--- config.mk ---
export PLATFORM = sky130hd
export DESIGN_NAME = mem_port_arbiter
export DESIGN_NICKNAME = d
export VERILOG_FILES = /design/src/rtl/mem_port_arbiter.sv
export SDC_FILE = /design/constraint.sdc
export NUM_CORES = 1
export LEC_CHECK = 0
export ABC_CLOCK_PERIOD_IN_PS = 6290
export CAP_MARGIN = 40
export CORE_ASPECT_RATIO = 0.75
export CORE_MARGIN = 10
export CORE_UTILIZATION = 35
export CTS_CLUSTER_DIAMETER = 100
export CTS_CLUSTER_SIZE = 16
export DETAILED_ROUTE_END_ITERATION = 16
export HOLD_SLACK_MARGIN = 0.06
export PLACE_DENSITY = 0.78
export SLEW_MARGIN = 20
export SYNTH_ARGS = -nofsm -noshare
export SYNTH_HDL_FRONTEND = slang
export SYNTH_SLANG_ARGS = --single-unit
--- constraint.sdc ---
create_clock -name clk -period 6.29 [get_ports clk]
set_clock_uncertainty 0.1 [all_clocks]
set_input_delay 0.9435 -clock clk [delete_from_list [all_inputs] [get_ports clk]]
set_output_delay 0.9435 -clock clk [all_outputs]
set_load 0.02 [all_outputs]
--- src/rtl/mem_port_arbiter.sv ---
// Arbitrates one single-port memory between the fetch port and the data port; data has priority.
// Optional ARB_FAIR_EN: bounds how many data grants in a row may starve a waiting fetch.
module mem_port_arbiter #(
    parameter int ADDR_W     = 32,
    parameter int DATA_W     = 32,
    parameter int TIMEOUT    = 16,
    parameter int STARVE_MAX = 4
) (
    input  logic              clk,
    input  logic              rst_n,
    input  logic              if_req,
    input  logic [ADDR_W-1:0] if_addr,
    output logic [DATA_W-1:0] if_rdata,
    output logic              if_ack,
    input  logic              d_req,
    input  logic              d_we,
    input  logic [ADDR_W-1:0] d_addr,
    input  logic [DATA_W-1:0] d_wdata,
    output logic [DATA_W-1:0] d_rdata,
    output logic              d_ack,
    output logic              mem_en,
    output logic              mem_we,
    output logic [ADDR_W-1:0] mem_addr,
    output logic [DATA_W-1:0] mem_wdata,
    input  logic [DATA_W-1:0] mem_rdata,
    input  logic              mem_valid,
    output logic              stall_if,
    output logic              stall_d,
    output logic              err
);

    typedef enum logic [1:0] {S_IDLE, S_ISSUE, S_WAIT, S_RESP} state_t;

    localparam int TW = $clog2(TIMEOUT + 1);

    state_t            state_reg, state_next;
    logic [TW-1:0]     timer_reg;
    logic              owner_reg;       // 1 = data port owns the current access
    logic              grant_d, grant_if;
    logic              timeout_hit, finish;
    logic [DATA_W-1:0] resp_data;

    logic [DATA_W-1:0] if_rdata_reg, d_rdata_reg, mem_wdata_reg;
    logic [ADDR_W-1:0] mem_addr_reg;
    logic              if_ack_reg, d_ack_reg, mem_en_reg, mem_we_reg, err_reg;

`ifdef ARB_FAIR_EN
    localparam int SW = $clog2(STARVE_MAX + 1);
    logic [SW-1:0] starve_reg;
    logic          fetch_starved;
    assign fetch_starved = if_req && (starve_reg == SW'(STARVE_MAX));
`endif

    assign timeout_hit = (timer_reg == TW'(TIMEOUT - 1));
    assign finish      = (state_reg == S_WAIT) && (mem_valid || timeout_hit);
    // A completion that races the timeout still wins and delivers real data.
    assign resp_data   = mem_valid ? mem_rdata : DATA_W'(32'hDEADBEEF);

    always_comb begin
        state_next = state_reg;
        grant_d    = 1'b0;
        grant_if   = 1'b0;
        case (state_reg)
            S_IDLE: begin
`ifdef ARB_FAIR_EN
                if (fetch_starved)  grant_if = 1'b1;
                else if (d_req)     grant_d  = 1'b1;
                else if (if_req)    grant_if = 1'b1;
`else
                if (d_req)          grant_d  = 1'b1;
                else if (if_req)    grant_if = 1'b1;
`endif
                if (grant_d || grant_if) state_next = S_ISSUE;
            end
            S_ISSUE: state_next = S_WAIT;
            S_WAIT:  if (mem_valid || timeout_hit) state_next = S_RESP;
            S_RESP:  state_next = S_IDLE;
            default: state_next = S_IDLE;
        endcase
    end

    always_ff @(posedge clk or negedge rst_n) begin
        if (!rst_n) state_reg <= S_IDLE;
        else        state_reg <= state_next;
    end

    always_ff @(posedge clk or negedge rst_n) begin
        if (!rst_n) begin
            timer_reg     <= '0;
            owner_reg     <= 1'b0;
            if_rdata_reg  <= '0;
            d_rdata_reg   <= '0;
            if_ack_reg    <= 1'b0;
            d_ack_reg     <= 1'b0;
            mem_en_reg    <= 1'b0;
            mem_we_reg    <= 1'b0;
            mem_addr_reg  <= '0;
            mem_wdata_reg <= '0;
            err_reg       <= 1'b0;
        end else begin
            mem_en_reg <= 1'b0;
            if_ack_reg <= 1'b0;
            d_ack_reg  <= 1'b0;

            if (grant_d || grant_if) begin
                owner_reg     <= grant_d;
                mem_en_reg    <= 1'b1;
                mem_we_reg    <= grant_d & d_we;
                mem_addr_reg  <= grant_d ? d_addr : if_addr;
                mem_wdata_reg <= grant_d ? d_wdata : '0;
            end

            if (state_reg == S_ISSUE)
                timer_reg <= '0;
            else if ((state_reg == S_WAIT) && !mem_valid && !timeout_hit)
                timer_reg <= timer_reg + TW'(1);

            if (finish) begin
                if (!mem_valid) err_reg <= 1'b1;
                if (owner_reg) begin
                    d_ack_reg <= 1'b1;
                    if (!mem_we_reg) d_rdata_reg <= resp_data;
                end else begin
                    if_ack_reg   <= 1'b1;
                    if_rdata_reg <= resp_data;
                end
            end
        end
    end

`ifdef ARB_FAIR_EN
    // Counts data grants made while a fetch is waiting; any fetch grant resets it.
    always_ff @(posedge clk or negedge rst_n) begin
        if (!rst_n)
            starve_reg <= '0;
        else if (grant_if)
            starve_reg <= '0;
        else if (grant_d && if_req && (starve_reg != SW'(STARVE_MAX)))
            starve_reg <= starve_reg + SW'(1);
    end
`endif

    assign if_rdata  = if_rdata_reg;
    assign if_ack    = if_ack_reg;
    assign d_rdata   = d_rdata_reg;
    assign d_ack     = d_ack_reg;
    assign mem_en    = mem_en_reg;
    assign mem_we    = mem_we_reg;
    assign mem_addr  = mem_addr_reg;
    assign mem_wdata = mem_wdata_reg;
    assign err       = err_reg;
    assign stall_if  = if_req & ~if_ack_reg;
    assign stall_d   = d_req & ~d_ack_reg;

endmodule

==> impl_metrics.csv <==
group,metric,value,unit
yosys,ys_top_cells_by_area,"dfrtp_1 58%, a22o_1 9.3%, mux2_4 7.3%",
yosys,synth.most_common_cell,"dfrtp_1",
critical_path,max_stage_delay,0.61,ns
timing,totalNegativeSetupSlack,0,ns
grt,grt_pass1_wl,28240,um
floorplanning,fp.coreArea,16980,um^2
timing,relSlewSlack,48.79,%
timing,grt_setup_unrepaired,"false",
timing,period_minus_slack,3.600,ns
grt,track_usage,15.17,%
timing,period_share,57.24,%
routing,via_count,4615,
routing,drt_iter0_drc,278,
timing,finalMaxSlewViolations,0,
floorplanning,die_width,172.8,um
yosys,netlist_area,6130,um^2
critical_path,worstPathCellList,"clkdlybuf4s50_1 -> buf_4 -> nor2b_1 -> clkdlybuf4s50_1",
placed_design,dpl_cell_area,8994,um^2
critical_path,required,5.25,ns
cts,cts_sinks,141,
critical_path,crit_slowest_cell,"clkdlybuf4s50_1",
routing,drc_errors,0,
routing,routed_wl,18050,um
timing,finalSetupViolations,0,
yosys,seq_area_frac_synth,57.56,%
status,status,"complete, no violations",
min_path,holdCritPathClass,"flop to flop",
cts,clockBufferDepth,2,
timing,hold_viol_final,0,
cts,htreeDepth,4,
critical_path,arrival,2.56,ns
floorplanning,die_area,23260,um^2
job,drv_cap,0,
yosys,ys_top_cells_by_count,"141 x dfrtp_1, 65 x a22o_1, 65 x nand2_1",
routing,postRouteAntennaNets,0,
placed_design,dpl.hpwl,12990,um
timing,fmax,0.2777,GHz
yosys,ys_ff_latch,141,
critical_path,crit_path_end_kind,"primary output",
grt,antenna_found_initial,0,
placed_design,finalWeightedCongestion,0.7676,
layout,final_area,9609,um^2
floorplanning,start_util,36.10,%
critical_path,path_max_fanout,35,
pwr,powerDensity,511.4,nW/um^2
grt,grt_overflow_total,0,
yosys,synth_top_area_share,57.56,%
critical_path,critical_path_class,"input port to primary output",
yosys,syn_nets,614,
critical_path,crit_path_start_kind,"input port",
timing,worst_slew_pin_slew,0.7665,ns
cts,cts_buffers,17,
grt,grt_pass1_vias,4850,
yosys,synth.distinct_cells,33,
cts,cts_root_buf,"clkbuf_16",
layout,n_fill_cell,1436,
yosys,synth_cells,475,
layout,synthToLayoutAreaGrowth,56.77,%
layout,antennaDiodeCount,0,
placed_design,port_buffers,268,
floorplanning,rows,41,
routing,vias_per_cell,4.690,
yosys,yosys_warnings,0,
cts,holdBufCountCts,0,
yosys,async_reset_ff_share,100.0,%
yosys,dominantRegCellSynth,"dfrtp_1",
cts,cts_tree,"done",
cts,cts_setup_buffers,0,
floorplanning,die_h,134.6,um
pwr,vdd_drop_max,0.2277,mV
layout,nNetsFinal,874,
grt,grt_max_degree,83,
cts,clkTransAtPathRegs,0.06,ns
routing,routedWlPerCell,18.34,um
routing,firstDrtPassIters,5,
critical_path,crit_top_cell,"clkdlybuf4s50_1",
layout,drive_gt1_share,15.24,%
cts,cts_resized,0,
floorplanning,io_pins,269,
cts,clock_latency,0.41,ns
yosys,synth_edf_count,0,
yosys,synth_area_leader_cell,"dfrtp_1",
yosys,avgSynthCellArea,12.90,um^2
pwr,power.leakage,4.145,nW
-- area by class of cell --
class / count / area (um^2) / share of cell area (%)
clock buffers: 18 / 429.2 / 4.466
clock inverters: 14 / 158.9 / 1.654
inverters: 5 / 18.77 / 0.1953
multi-input cells: 292 / 2385 / 24.82
flip-flops and latches: 141 / 3528 / 36.72
well taps: 236 / 295.3 / 3.073
repair buffers: 278 / 2794 / 29.08
-- worst max-delay path, delay by kind of cell --
| family | cells | cell delay [ns] |
|---|---|---|
| buffers and inverters | 3 | 1.42 |
| AND/OR/NAND/NOR | 1 | 0.19 |
-- worst paths after layout --
check	startpoint	endpoint	slack, ns	cells past startpoint
min in group asynchronous	rst_n	mem_wdata[4]	0.47	1
worst min-delay path	err	err	0.37	1
worst min register to register	err	err	0.37	1
max in group asynchronous	rst_n	state_reg[0]	4.67	3
worst max-delay path	if_req	stall_if	2.69	4
worst max register to register	timer_reg[0]	d_rdata[21]	3.53	7
-- cells in the final DEF, fill, tap and decap left out, types with 3 or more instances in the layout --
master and n:
clkdlybuf4s50_1 266, dfrtp_1 141, a22o_1 65, nand2_1 65
mux2_2 35, nand3b_1 32, mux2_4 30, nand2b_1 21
clkbuf_16 17, and2_1 9, buf_4 8, inv_1 5
nor2_1 5, ha_1 5, inv_6 4, or2b_1 3
clkinvlp_4 3
-- kinds of logic (layout without fill, tap and decap cells) --
| logic type | count (synthesis) | after routing | share of synthesized area, % |
|---|---|---|---|
| AOI/OAI and AO/OA | 75 | 75 | 10.53 |
| and+or+nand+nor | 144 | 144 | 12.86 |
| xor gates and xnor gates | 2 | 2 | 0.2858 |
| buffers and inverters | 42 | 315 | 3.797 |
| adders and majority gates | 5 | 5 | 1.021 |
| DFF | 141 | 141 | 57.56 |
| muxes | 66 | 66 | 13.94 |
-- per-layer routing --
layer | part of all wire (%) | track usage [%]
met1 | 45 | 19.13
met2 | 47 | 23.54
met3 | 6.4 | 5.515
met4 | 1.5 | 5.447
met5 | 0 | 0
-- power by group --
| part | leakage, nW | switching (mW) | internal [mW] | total [mW] |
|---|---|---|---|---|
| sequential | 1.71 | 0.247 | 1.33 | 1.58 |
| combinational | 2.16 | 1.09 | 1.23 | 2.32 |
| clock | 0.282 | 0.415 | 0.593 | 1.01 |
| total | 4.15 | 1.75 | 3.16 | 4.91 |
-- through the flow --
| stage | setup WS [ns] | instances | util (%) | hold slack, ns | power (mW) |
|---|---|---|---|---|---|
| finish | 2.690 | 984 | 56.59 | 0.3739 | 4.914 |
| global route | 2.637 | 984 | 56.59 | 0.4146 | 5.180 |
| CTS | 2.689 | 983 | 56.43 | 0.3803 | 4.980 |
| detailed placement | 2.619 | 951 | 52.97 | 0.3666 | 3.944 |
| global placement | 2.664 | 950 | 52.80 | 0.3637 | 3.903 |
| floorplan | 3.435 | 475 | - | 0.4029 | 2.798 |
(Power assumes the default switching activity.)
